===== config.mk =====
export PLATFORM = sky130hd
export DESIGN_NAME = multicycle_controller
export DESIGN_NICKNAME = d
export VERILOG_FILES = /design/src/rtl/multicycle_controller.sv
export SDC_FILE = /design/constraint.sdc
export NUM_CORES = 1
export LEC_CHECK = 0
export ABC_CLOCK_PERIOD_IN_PS = 1600
export BUFFER_PORTS_ARGS = -buffer_cell sky130_fd_sc_hd__buf_2
export CAP_MARGIN = 20
export CORE_MARGIN = 2
export CORE_UTILIZATION = 40
export DETAILED_ROUTE_END_ITERATION = 7
export PLACE_DENSITY_LB_ADDON = 0.05
export SYNTH_ARGS = -nofsm -noshare
export SYNTH_HDL_FRONTEND = slang
export SYNTH_SLANG_ARGS = --single-unit

===== constraint.sdc =====
create_clock -name clk -period 1.6 [get_ports clk]
set_input_delay 0.16 -clock clk [delete_from_list [all_inputs] [get_ports clk]]
set_output_delay 0.16 -clock clk [all_outputs]
set_load 0.05 [all_outputs]

===== src/rtl/multicycle_controller.sv =====
// Multicycle MIPS-style control FSM: sequences fetch/decode/execute steps
// and decodes ALU control from aluop and funct.
module multicycle_controller (
   input  logic       clk,
   input  logic       rst,
   input  logic [5:0] op,
   input  logic [5:0] funct,
   input  logic       zero,
   output logic       iord,
   output logic       memwrite,
   output logic       irwrite,
   output logic       regdst,
   output logic       memtoreg,
   output logic       regwrite,
   output logic       alusrca,
   output logic       pcen,
   output logic       instr_done,
   output logic [1:0] alusrcb,
   output logic [1:0] pcsrc,
   output logic [2:0] aluc,
   output logic [3:0] state
);

   typedef enum logic [3:0] {
      FETCH   = 4'd0,
      DECODE  = 4'd1,
      MEMADR  = 4'd2,
      MEMRD   = 4'd3,
      MEMWB   = 4'd4,
      MEMWR   = 4'd5,
      RTYPEEX = 4'd6,
      RTYPEWB = 4'd7,
      BEQEX   = 4'd8,
      ADDIEX  = 4'd9,
      ADDIWB  = 4'd10,
      JEX     = 4'd11
   } state_e;

   localparam logic [5:0] OP_LW   = 6'b100011;
   localparam logic [5:0] OP_SW   = 6'b101011;
   localparam logic [5:0] OP_RTYP = 6'b000000;
   localparam logic [5:0] OP_BEQ  = 6'b000100;
   localparam logic [5:0] OP_ADDI = 6'b001000;
   localparam logic [5:0] OP_J    = 6'b000010;

   state_e     state_q, state_d;
   logic       pcwrite, branch, illegal;
   logic       mw_raw, irw_raw, rw_raw, done_raw;
   logic [1:0] aluop;

   always_ff @(posedge clk or posedge rst) begin
      if (rst) state_q <= FETCH;
      else     state_q <= state_d;
   end

   always_comb begin
      state_d  = FETCH;
      pcwrite  = 1'b0;
      branch   = 1'b0;
      illegal  = 1'b0;
      mw_raw   = 1'b0;
      irw_raw  = 1'b0;
      rw_raw   = 1'b0;
      done_raw = 1'b0;
      aluop    = 2'b00;
      iord     = 1'b0;
      regdst   = 1'b0;
      memtoreg = 1'b0;
      alusrca  = 1'b0;
      alusrcb  = 2'b00;
      pcsrc    = 2'b00;
      case (state_q)
         FETCH: begin
            irw_raw = 1'b1;
            alusrcb = 2'b01;
            pcwrite = 1'b1;
            state_d = DECODE;
         end
         DECODE: begin
            alusrcb = 2'b11;
            case (op)
               OP_LW, OP_SW: state_d = MEMADR;
               OP_RTYP:      state_d = RTYPEEX;
               OP_BEQ:       state_d = BEQEX;
               OP_ADDI:      state_d = ADDIEX;
               OP_J:         state_d = JEX;
               default:      done_raw = 1'b1;
            endcase
         end
         MEMADR: begin
            alusrca = 1'b1;
            alusrcb = 2'b10;
            state_d = (op == OP_LW) ? MEMRD : MEMWR;
         end
         MEMRD: begin
            iord    = 1'b1;
            state_d = MEMWB;
         end
         MEMWB: begin
            memtoreg = 1'b1;
            rw_raw   = 1'b1;
            done_raw = 1'b1;
         end
         MEMWR: begin
            iord     = 1'b1;
            mw_raw   = 1'b1;
            done_raw = 1'b1;
         end
         RTYPEEX: begin
            alusrca = 1'b1;
            aluop   = 2'b10;
            state_d = RTYPEWB;
         end
         RTYPEWB: begin
            regdst   = 1'b1;
            rw_raw   = 1'b1;
            done_raw = 1'b1;
         end
         BEQEX: begin
            alusrca  = 1'b1;
            aluop    = 2'b01;
            pcsrc    = 2'b01;
            branch   = 1'b1;
            done_raw = 1'b1;
         end
         ADDIEX: begin
            alusrca = 1'b1;
            alusrcb = 2'b10;
            state_d = ADDIWB;
         end
         ADDIWB: begin
            rw_raw   = 1'b1;
            done_raw = 1'b1;
         end
         JEX: begin
            pcsrc    = 2'b10;
            pcwrite  = 1'b1;
            done_raw = 1'b1;
         end
         default: illegal = 1'b1;
      endcase
   end

   always_comb begin
      aluc = 3'b010;
      case (aluop)
         2'b00: aluc = 3'b010;
         2'b01: aluc = 3'b110;
         2'b10: begin
            case (funct)
               6'b100000: aluc = 3'b010;
               6'b100010: aluc = 3'b110;
               6'b100100: aluc = 3'b000;
               6'b100101: aluc = 3'b001;
               6'b101010: aluc = 3'b111;
               default:   aluc = 3'b011;
            endcase
         end
         default: aluc = 3'b011;
      endcase
      if (illegal) aluc = 3'b000;
   end

   // Write enables are held off while reset is asserted, even mid-instruction.
   assign memwrite   = mw_raw & ~rst;
   assign irwrite    = irw_raw & ~rst;
   assign regwrite   = rw_raw & ~rst;
   assign instr_done = done_raw & ~rst;
   assign pcen       = ~rst & (pcwrite | (branch & zero));
   assign state      = state_q;

endmodule


==> metrics.yaml, run 1 <==
floorplan:
  fp-row-count: 13
  initial_utilization: 0.426
  pin_count: 35
  die-width_um: 41.0
  die_y_um: 41.0
place:
  dp_hpwl_um: 1500
  pre_cts_slack_ps: 46.7
  gp_congestion: 0.831
  place_area_um2: 926
  io_buffers: 34
synthesis:
  synthFlopType: "dfrtp_1"
  synthTopCellsByCount: "11 x nor2_1, 6 x a21oi_1, 6 x nor3_1, 5 x nand2b_1, 4 x dfrtp_1"
  ys_types: 31
  avgSynthCellArea_um2: 7.19
  yosys_warnings: 0
  synth_seq_cells: 4
  synth.top_cells.by_area: "dfrtp_1 18%, nor2_1 7.6%, nand2b_1 5.7%"
  yosys.area.top_type: "dfrtp_1"
  yosysMostFrequentCell: "nor2_1"
  synth_cells: 76
  synth_seq_area_share: 0.183
  synthDominantCellAreaShare: 0.183
  synth.cell_area_um2: 547
  synth_edf_count: 0
  synth-async-reset-ratio: 1.00
  synth_nets: 91
clocking:
  htree_levels: 1
  cts.sinks: 4
  numCtsBuffers: 3
  cts_max_path_buffers: 2
  root_buffer: "clkbuf_4"
status:
  status: "did not finish"
  stop_error: "[ERROR DPL-0038] Utilization greater than 100%, impossible to legalize"
  lastStage: "5_1_grt"
global_route:
  grt_max_degree: 12
timing:
  crit_endpoint: "aluc[2]"
  worst-ep-kind: "output port"
## metrics by stage
step           hold WS [ps]  cells
2_1_floorplan         -73.9     76
3_3_place_gp            238    134
3_5_place_dp            243    134
4_1_cts                 286    140
## cell families after synthesis
group           synth area share
mux                       0.0183
simple gates               0.391
buf+inv                   0.0961
flops                      0.183
xor+xnor                  0.0481
compound gates             0.263
## repair_timing
action / CTS
hold buffers: 1
endpoints found under the hold margin: 4
gates resized for setup: 40
endpoints found under the setup margin: 14
pin swaps: 5
setup buffers: 2
gates cloned: 0
==> run 2: changes to the inputs <==
- CORE_AREA: default -> 2 2 63 65
- CORE_MARGIN: 2 -> default
- CORE_UTILIZATION: 40 -> default
- DIE_AREA: default -> 0 0 65 67
- PLACE_DENSITY_LB_ADDON: 0.05 -> 0.15
==> metrics.yaml, run 2 <==
power:
  ir_drop_mv: 0.510
  swShare: 0.528
  p_clk_frac: 0.128
  power.switching_w: 0.000870
  p_leak_nw: 0.499
  power_density_nw_per_um2: 1330
  power_frac_seq: 0.097
  pwr-share-comb: 0.775
  p_int_w: 0.000777
detailed_routing:
  drt-vias-per-instance: 4.50
  drt-wirelength-per-cell_um: 13.3
  routed_wl_um: 2340
  drc: 0
  firstDrtPassIters: 4
  vias: 792
  route.antenna.remaining_nets: 0
  detailedRoute.firstIterationViolations: 20
place:
  dp_hpwl_um: 1770
  place_area_um2: 967
  gp_congestion: 0.781
  io_buffers: 34
  pre_cts_slack_ps: 34.5
worst_setup_path:
  cp_cell_sequence: "or3_4 > nor2_4 > o311ai_4 > o21ai_4 > buf_6"
  crit_path_max_fanout: 4
  crit_type: "flop to output port"
  r2r_start: "state[2]"
  cp_top_family: "simple AND/OR/NAND/NOR gates"
  r2r_end: "state[2]"
  cp-end-kind: "output port"
  ff2ff_path_depth: 5
  worstPathRequired_ps: 1440
  critPathArrivalTime_ps: 1550
  regToRegSetupSlack_ps: 390
  critPathMaxStageDelay_ps: 420
  startpoint: "state[3]"
  critPathSlowestCell: "dfrtp_2"
  cp-start-kind: "flop"
  crit_buf_inv: 1
synthesis:
  ys_types: 31
  synth_cells: 76
  synthTopCellsByCount: "11 x nor2_1, 6 x a21oi_1, 6 x nor3_1, 5 x nand2b_1, 4 x dfrtp_1"
  yosysMostFrequentCell: "nor2_1"
  synth_compound_area_frac: 0.263
  yosys_warnings: 0
  synthSimpleGateAreaFrac: 0.391
  synth_edf_count: 0
  synth_nets: 91
  synth-async-reset-ratio: 1.00
  avgSynthCellArea_um2: 7.19
  synthDominantCellAreaShare: 0.183
  synth_mux_area_frac: 0.0183
  synth_top_family_by_area: "simple AND/OR/NAND/NOR gates"
  synth.cell_area_um2: 547
  synth.top_cells.by_area: "dfrtp_1 18%, nor2_1 7.6%, nand2b_1 5.7%"
  synth_fa_ha_area_frac: 0
  yosys.area.top_type: "dfrtp_1"
  synthFlopType: "dfrtp_1"
  synth_xor_area_frac: 0.0481
  synth_seq_area_share: 0.183
  synth_seq_cells: 4
cells_and_area:
  nFillCells: 383
  stdcell_area_um2: 1230
  seq_area_um2: 105
  largest_reg_flops: 4
  final_cell_mix: "24 x buf_4, 21 x buf_2, 8 x buf_6"
  antenna_cells: 0
  multiInputGateArea_um2: 622
  syn_to_final_growth_pct: 126
  nets: 145
  mostFrequentLayoutCell: "buf_4"
  drive_gt1_frac: 0.766
floorplan:
  initial_utilization: 0.152
  pin_count: 35
  dieArea_um2: 4360
  die_y_um: 67
  fp-row-count: 22
  coreArea_um2: 3610
  die-width_um: 65
global_route:
  grt_pass1_vias: 830
  antenna_found_initial: 0
  grt_pass1_wl_um: 3960
  grt_max_degree: 9
  grtUsageTotal: 0.118
  globalRouteOverflowTotal: 0
clocking:
  htree_levels: 1
  cts_max_path_buffers: 2
  clkTransAtPathRegs_ps: 30
  numCtsBuffers: 3
  cts.sinks: 4
  clock_latency_ps: 220
  root_buffer: "clkbuf_8"
  tritoncts: "yes"
timing:
  tightest_slew_ps: 391
  finalClockSkew_ps: 0.212
  drv_slew: 0
  setup_violations: 3
  rsz0062_at_grt: "true"
  finalHoldViolCount: 0
  fmax_ghz: 0.586
  post-route-period-util: 1.07
  setup_slack_ps: -106
  holdWs_ps: 33.0
  layout_min_cycle_time_ps: 1710
  slew_headroom: 0.738
min_path:
  hold_path.class: "input pin to asynchronous set/reset pin"
status:
  violations: "setup timing"
  status: "finished with violations"
run:
  drv_cap: 0
==> run 2: cell counts after synthesis <==
Identical to the previous run, type by type.
==> run 2: worst max path at each step <==
stage / to / slack, ps / cells after the start
3_3_place_gp: instr_done / 30 / 5
6_report: instr_done / -110 / 5
2_1_floorplan: regwrite / -330 / 5
5_1_grt: instr_done / -130 / 5
4_1_cts: instr_done / -90 / 5
3_5_place_dp: instr_done / 30 / 5
==> run 2: worst min-delay path, stage by stage <==
cell   delay, ps
buf_2        110
buf_4        180
inv_1        150
==> run 2: routing by layer <==
| metal | vias to the layer above | global-route usage | part of all wire |
|---|---|---|---|
| met3 | 4 | 0.0220 | 0.049 |
| li1 | 387 | - | - |
| met1 | 372 | 0.147 | 0.44 |
| met5 | - | 0 | 0 |
| met4 | 0 | 0.0399 | 0.0073 |
| met2 | 29 | 0.202 | 0.51 |
==> run 2: per-stage QoR <==
stage	cells	utilization	setup TNS [ps]	total power, W
global route	176	0.342	-313	0.00173
detailed placement	167	0.268	0	0.00119
finish	176	0.342	-166	0.00165
floorplan	76	-	-1050	0.000962
CTS	177	0.327	-181	0.00158
global placement	167	0.268	0	0.00119
==> run 2: cells by family after synthesis <==
logic type      Yosys count
buf+inv                   9
compound gates           22
mux                       1
simple gates             37
flops                     4
xor+xnor                  3
==> run 2: layout make-up <==
| class | instances | area share |
|---|---|---|
| multi-input combinational | 63 | 0.504 |
| timing repair buffer | 55 | 0.316 |
| clock buffer | 3 | 0.0334 |
| tap | 48 | 0.0486 |
| sequential | 4 | 0.0851 |
| inverter | 3 | 0.0132 |
==> run 2: power groups by stage <==
stage / registers (W) / clock network, W / logic [W]
6_report: 0.000160 / 0.000211 / 0.00128
5_1_grt: 0.000164 / 0.000218 / 0.00135
2_1_floorplan: 0.000237 / 0 / 0.000725
4_1_cts: 0.000156 / 0.000212 / 0.00121
3_3_place_gp: 0.000156 / 0 / 0.00103
3_5_place_dp: 0.000157 / 0 / 0.00103
==> run 2: timing repair <==
item	in CTS	in global routing
cloned	0	0
gates resized for setup	31	16
setup buffers	7	0
setup endpoints to repair	10	13
hold buffers	0	0
pin swaps	4	8
Note: power is estimated with default switching activity, not from simulation.
==> run 3: changes to the inputs <==
- CELL_PAD_IN_SITES_DETAIL_PLACEMENT: default -> 2
- CELL_PAD_IN_SITES_GLOBAL_PLACEMENT: default -> 2
==> metrics.yaml, run 3 (same netlist as run 2, synthesis figures left out) <==
place:
  dp_hpwl_um: 2060
  io_buffers: 34
  gp_congestion: 0.758
  place_area_um2: 975
  pre_cts_slack_ps: -10.6
timing:
  layout_min_cycle_time_ps: 1670
  setup_slack_ps: -73.3
  finalClockSkew_ps: 5.56
  fmax_ghz: 0.598
  drv_slew: 0
  post-route-period-util: 1.05
  tightest_slew_ps: 356
  rsz0062_at_grt: "true"
  holdWs_ps: 33.4
  setup_violations: 3
  finalHoldViolCount: 0
  slew_headroom: 0.762
global_route:
  antenna_found_initial: 0
  grt_max_degree: 10
  globalRouteOverflowTotal: 0
  grtUsageTotal: 0.131
  grt_pass1_wl_um: 4380
  grt_pass1_vias: 858
clocking:
  tritoncts: "yes"
  root_buffer: "clkbuf_8"
  cts_max_path_buffers: 2
  cts.sinks: 4
  htree_levels: 1
  clock_latency_ps: 220
  numCtsBuffers: 3
  ctsHoldBuffers: 0
  clkTransAtPathRegs_ps: 30
floorplan:
  die-width_um: 65
  die_y_um: 67
  fp-row-count: 22
  initial_utilization: 0.152
  coreArea_um2: 3610
  dieArea_um2: 4360
  pin_count: 35
power:
  pwr-share-comb: 0.779
  power_frac_seq: 0.096
  p_int_w: 0.000801
  p_leak_nw: 0.522
  power_w: 0.00169
  p_clk_frac: 0.125
  ir_drop_mv: 0.324
  power.switching_w: 0.000892
  power_density_nw_per_um2: 1300
  swShare: 0.527
run:
  drv_cap: 0
detailed_routing:
  drt-wirelength-per-cell_um: 15.4
  routed_wl_um: 2730
  firstDrtPassIters: 4
  drt-vias-per-instance: 4.60
  route.antenna.remaining_nets: 0
  vias: 814
  detailedRoute.firstIterationViolations: 10
  drc: 0
worst_setup_path:
  cp-end-kind: "output port"
  crit_type: "flop to output port"
  ff2ff_path_depth: 3
  r2r_end: "state[1]"
  cp_cell_sequence: "or3_4 > nor2_4 > o311ai_4 > o21ai_4 > buf_6"
  critPathArrivalTime_ps: 1510
  worstPathRequired_ps: 1440
  critPathMaxStageDelay_ps: 400
  cp-start-kind: "flop"
  crit_path_max_fanout: 3
  regToRegSetupSlack_ps: 370
  critPathSlowestCell: "dfrtp_2"
  r2r_start: "state[1]"
cells_and_area:
  largest_reg_flops: 4
  nFillCells: 400
  stdcell_area_um2: 1300
  antenna_cells: 0
  nets: 146
  drive_gt1_frac: 0.791
  final_cell_mix: "20 x buf_2, 20 x buf_4, 13 x buf_6"
  multiInputGateArea_um2: 636
  syn_to_final_growth_pct: 138
  seq_area_um2: 105
  finish.utilization: 0.361
min_path:
  hold_path.class: "input pin to asynchronous set/reset pin"
status:
  violations: "setup timing"
  status: "finished with violations"
run 3: changes by cell type in the layout (fill, tap and decap cells not counted), sizes merged:
cell | before | now
buf | 53 | 56
clkbuf | 5 | 3
run 3: power by group through the flow:
stage | Sequential, W | Clock (W) | Combinational, W
2_1_floorplan | 0.000237 | 0 | 0.000725
3_3_place_gp | 0.000154 | 0 | 0.00104
3_5_place_dp | 0.000156 | 0 | 0.00105
4_1_cts | 0.000159 | 0.000215 | 0.00119
5_1_grt | 0.000165 | 0.000224 | 0.00140
6_report | 0.000162 | 0.000212 | 0.00132
run 3: final cells by class:
cell class | instances | share of cell area
clock buffer | 3 | 0.0318
inverter | 3 | 0.0125
multi-input combinational | 63 | 0.489
tap | 48 | 0.0462
sequential | 4 | 0.0808
timing repair buffer | 56 | 0.340
run 3: timing repair:
| item | CTS | global route |
|---|---|---|
| endpoints found under the setup margin | 13 | 10 |
| setup buffers | 1 | 5 |
| pin swaps | 4 | 7 |
| resized for setup | 36 | 27 |
| hold endpoints to repair | 0 | 0 |
run 3: worst max path at each step:
stage	to	cells after the start	slack [ps]	startpoint
2_1_floorplan	regwrite	5	-330	state[3]
3_3_place_gp	instr_done	5	30	state[2]
3_5_place_dp	instr_done	5	-10	state[2]
4_1_cts	instr_done	5	-60	state[3]
5_1_grt	instr_done	6	-130	state[2]
6_report	instr_done	5	-70	state[3]
run 3: routing by layer:
layer / routed length (um) / share of wire / vias to the layer above / global-route usage
met5: 0 / 0 / - / 0
met1: 1170 / 0.43 / 396 / 0.157
met3: 123 / 0.045 / 2 / 0.0186
li1: - / - / 391 / -
met4: 14 / 0.0051 / 0 / 0.0319
met2: 1430 / 0.52 / 25 / 0.245
run 3: critical path, delay by kind of cell, from the launching register on:
family	cells	cell delay (ps)
AO/OA/AOI/OAI	2	210
buffers and inverters	1	170
flip-flops	1	400
AND/OR/NAND/NOR	2	520
run 3: stage by stage:
step	instances	TNS, ps
floorplan	76	-1050
global placement	168	0
detailed placement	168	-10.6
CTS	172	-115
global route	177	-475
finish	177	-143
==> run 4: changes to the inputs <==
- SETUP_SLACK_MARGIN: default -> 0.5
==> metrics.yaml, run 4 (same netlist as run 2, synthesis figures left out) <==
worst_setup_path:
  cp-start-kind: "flop"
  cp_cell_sequence: "inv_4 > nor4b_2 > a21oi_2 > nor2_4 > buf_6"
  critPathSlowestCell: "dfrtp_4"
  cp-end-kind: "output port"
  crit_path_max_fanout: 6
  critPathMaxStageDelay_ps: 510
  critPathArrivalTime_ps: 1610
  ff2ff_path_depth: 6
  crit_type: "flop to output port"
  worstPathRequired_ps: 1440
power:
  ir_drop_mv: 0.468
  power_density_nw_per_um2: 1430
  power_w: 0.00238
  p_leak_nw: 0.686
run:
  drv_cap: 0
global_route:
  grt_pass1_wl_um: 5120
  antenna_found_initial: 0
  grt_pass1_vias: 979
  globalRouteOverflowTotal: 0
  grtUsageTotal: 0.158
  grt_max_degree: 10
detailed_routing:
  drt-wirelength-per-cell_um: 20.1
  met1_length_um: 1690
  drc: 0
  firstDrtPassIters: 3
  detailedRoute.firstIterationViolations: 31
  met3_length_um: 127
  vias: 915
  wl_met2_um: 2090
  routed_wl_um: 3960
  top_layer: "met4"
  drt-vias-per-instance: 4.64
  route.antenna.remaining_nets: 0
cells_and_area:
  largest_reg_flops: 4
  drive_gt1_frac: 0.832
  stdcell_area_um2: 1670
  antenna_cells: 0
  syn_to_final_growth_pct: 205
  mostFrequentLayoutCell: "buf_6"
  nFillCells: 360
  final_cell_mix: "35 x buf_6, 18 x buf_4, 14 x buf_2"
  nets: 166
  finish.utilization: 0.463
place:
  place_area_um2: 1030
  pre_cts_slack_ps: -14.2
  dp_hpwl_um: 2150
  io_buffers: 34
  gp_congestion: 0.782
floorplan:
  dieArea_um2: 4360
  die_y_um: 67
  fp-row-count: 22
  initial_utilization: 0.152
  coreArea_um2: 3610
  die-width_um: 65
  pin_count: 35
timing:
  drv_slew: 0
  rsz0062_at_grt: "true"
  fmax_ghz: 0.565
  setup_slack_ps: -170
  finalHoldViolCount: 0
  finalClockSkew_ps: 3.03
  setup_violations: 10
  slew_headroom: 0.699
  layout_min_cycle_time_ps: 1770
  post-route-period-util: 1.11
  tightest_slew_ps: 448
clocking:
  root_buffer: "clkbuf_8"
  htree_levels: 1
  clkTransAtPathRegs_ps: 40
  tritoncts: "yes"
  cts.sinks: 4
  cts_max_path_buffers: 2
  clock_latency_ps: 230
  numCtsBuffers: 3
min_path:
  hold_path.class: "input pin to asynchronous set/reset pin"
status:
  violations: "setup timing"
  status: "finished with violations"
run 4: changes by cell type in the layout (fill, tap and decap cells not counted), sizes merged:
| cell | change |
|---|---|
| buf | +20 |
| inv | -1 |
| clkinvlp | +1 |
run 4: final cells by class:
| type | instances | area, um^2 | area share |
|---|---|---|---|
| Timing Repair Buffer | 76 | 739 | 0.443 |
| Multi-Input combinational cell | 63 | 702 | 0.421 |
| Sequential cell | 4 | 108 | 0.0645 |
| Tap cell | 48 | 60.1 | 0.0360 |
| Clock buffer | 3 | 41.3 | 0.0248 |
| Inverter | 3 | 17.5 | 0.0105 |
run 4: path summary, 6_finish.rpt:
check / start / slack (ps) / to
max in group asynchronous: rst / 1370 / state[1]
max reg2reg: state[0] / 220 / state[2]
min in group clk: op[5] / 330 / state[0]
min reg2reg: state[3] / 570 / state[0]
min: rst / 40 / state[1]
max: state[1] / -170 / aluc[2]
run 4: per-layer routing:
| metal | vias up | global-route usage |
|---|---|---|
| met5 | - | 0 |
| li1 | 429 | - |
| met4 | 0 | 0.0479 |
| met3 | 5 | 0.0236 |
| met2 | 24 | 0.300 |
| met1 | 457 | 0.180 |
run 4: worst max-delay path: cells and delay by family (launching register included):
family / cells / cell delay [ps]
buffers and inverters: 2 / 230
AND/OR/NAND/NOR: 2 / 500
AO/OA/AOI/OAI: 1 / 140
flip-flops: 1 / 510
run 4: where the power goes:
part	switching, W	internal [W]	total (W)
logic	0.000987	0.000950	0.00194
clock network	0.0000711	0.000162	0.000233
registers	0.0000759	0.000131	0.000207
total	0.00113	0.00124	0.00238
run 4: what timing repair did:
| action | 4_1_cts | 5_1_grt |
|---|---|---|
| hold buffers | 0 | 0 |
| pin swaps | 9 | 10 |
| buffers inserted | 15 | 9 |
| gates resized for setup | 81 | 21 |
| endpoints found under the setup margin | 24 | 24 |
| hold endpoints to repair | 0 | 0 |
run 4: metrics by stage:
step                      TNS (ps)  cells  hold WS [ps]
after detailed placement     -14.2    170           255
after global routing         -1080    197          56.5
after CTS                     -341    188          36.2
after floorplan              -1010     76         -74.1
final                         -559    197          39.7
after global placement           0    170           253
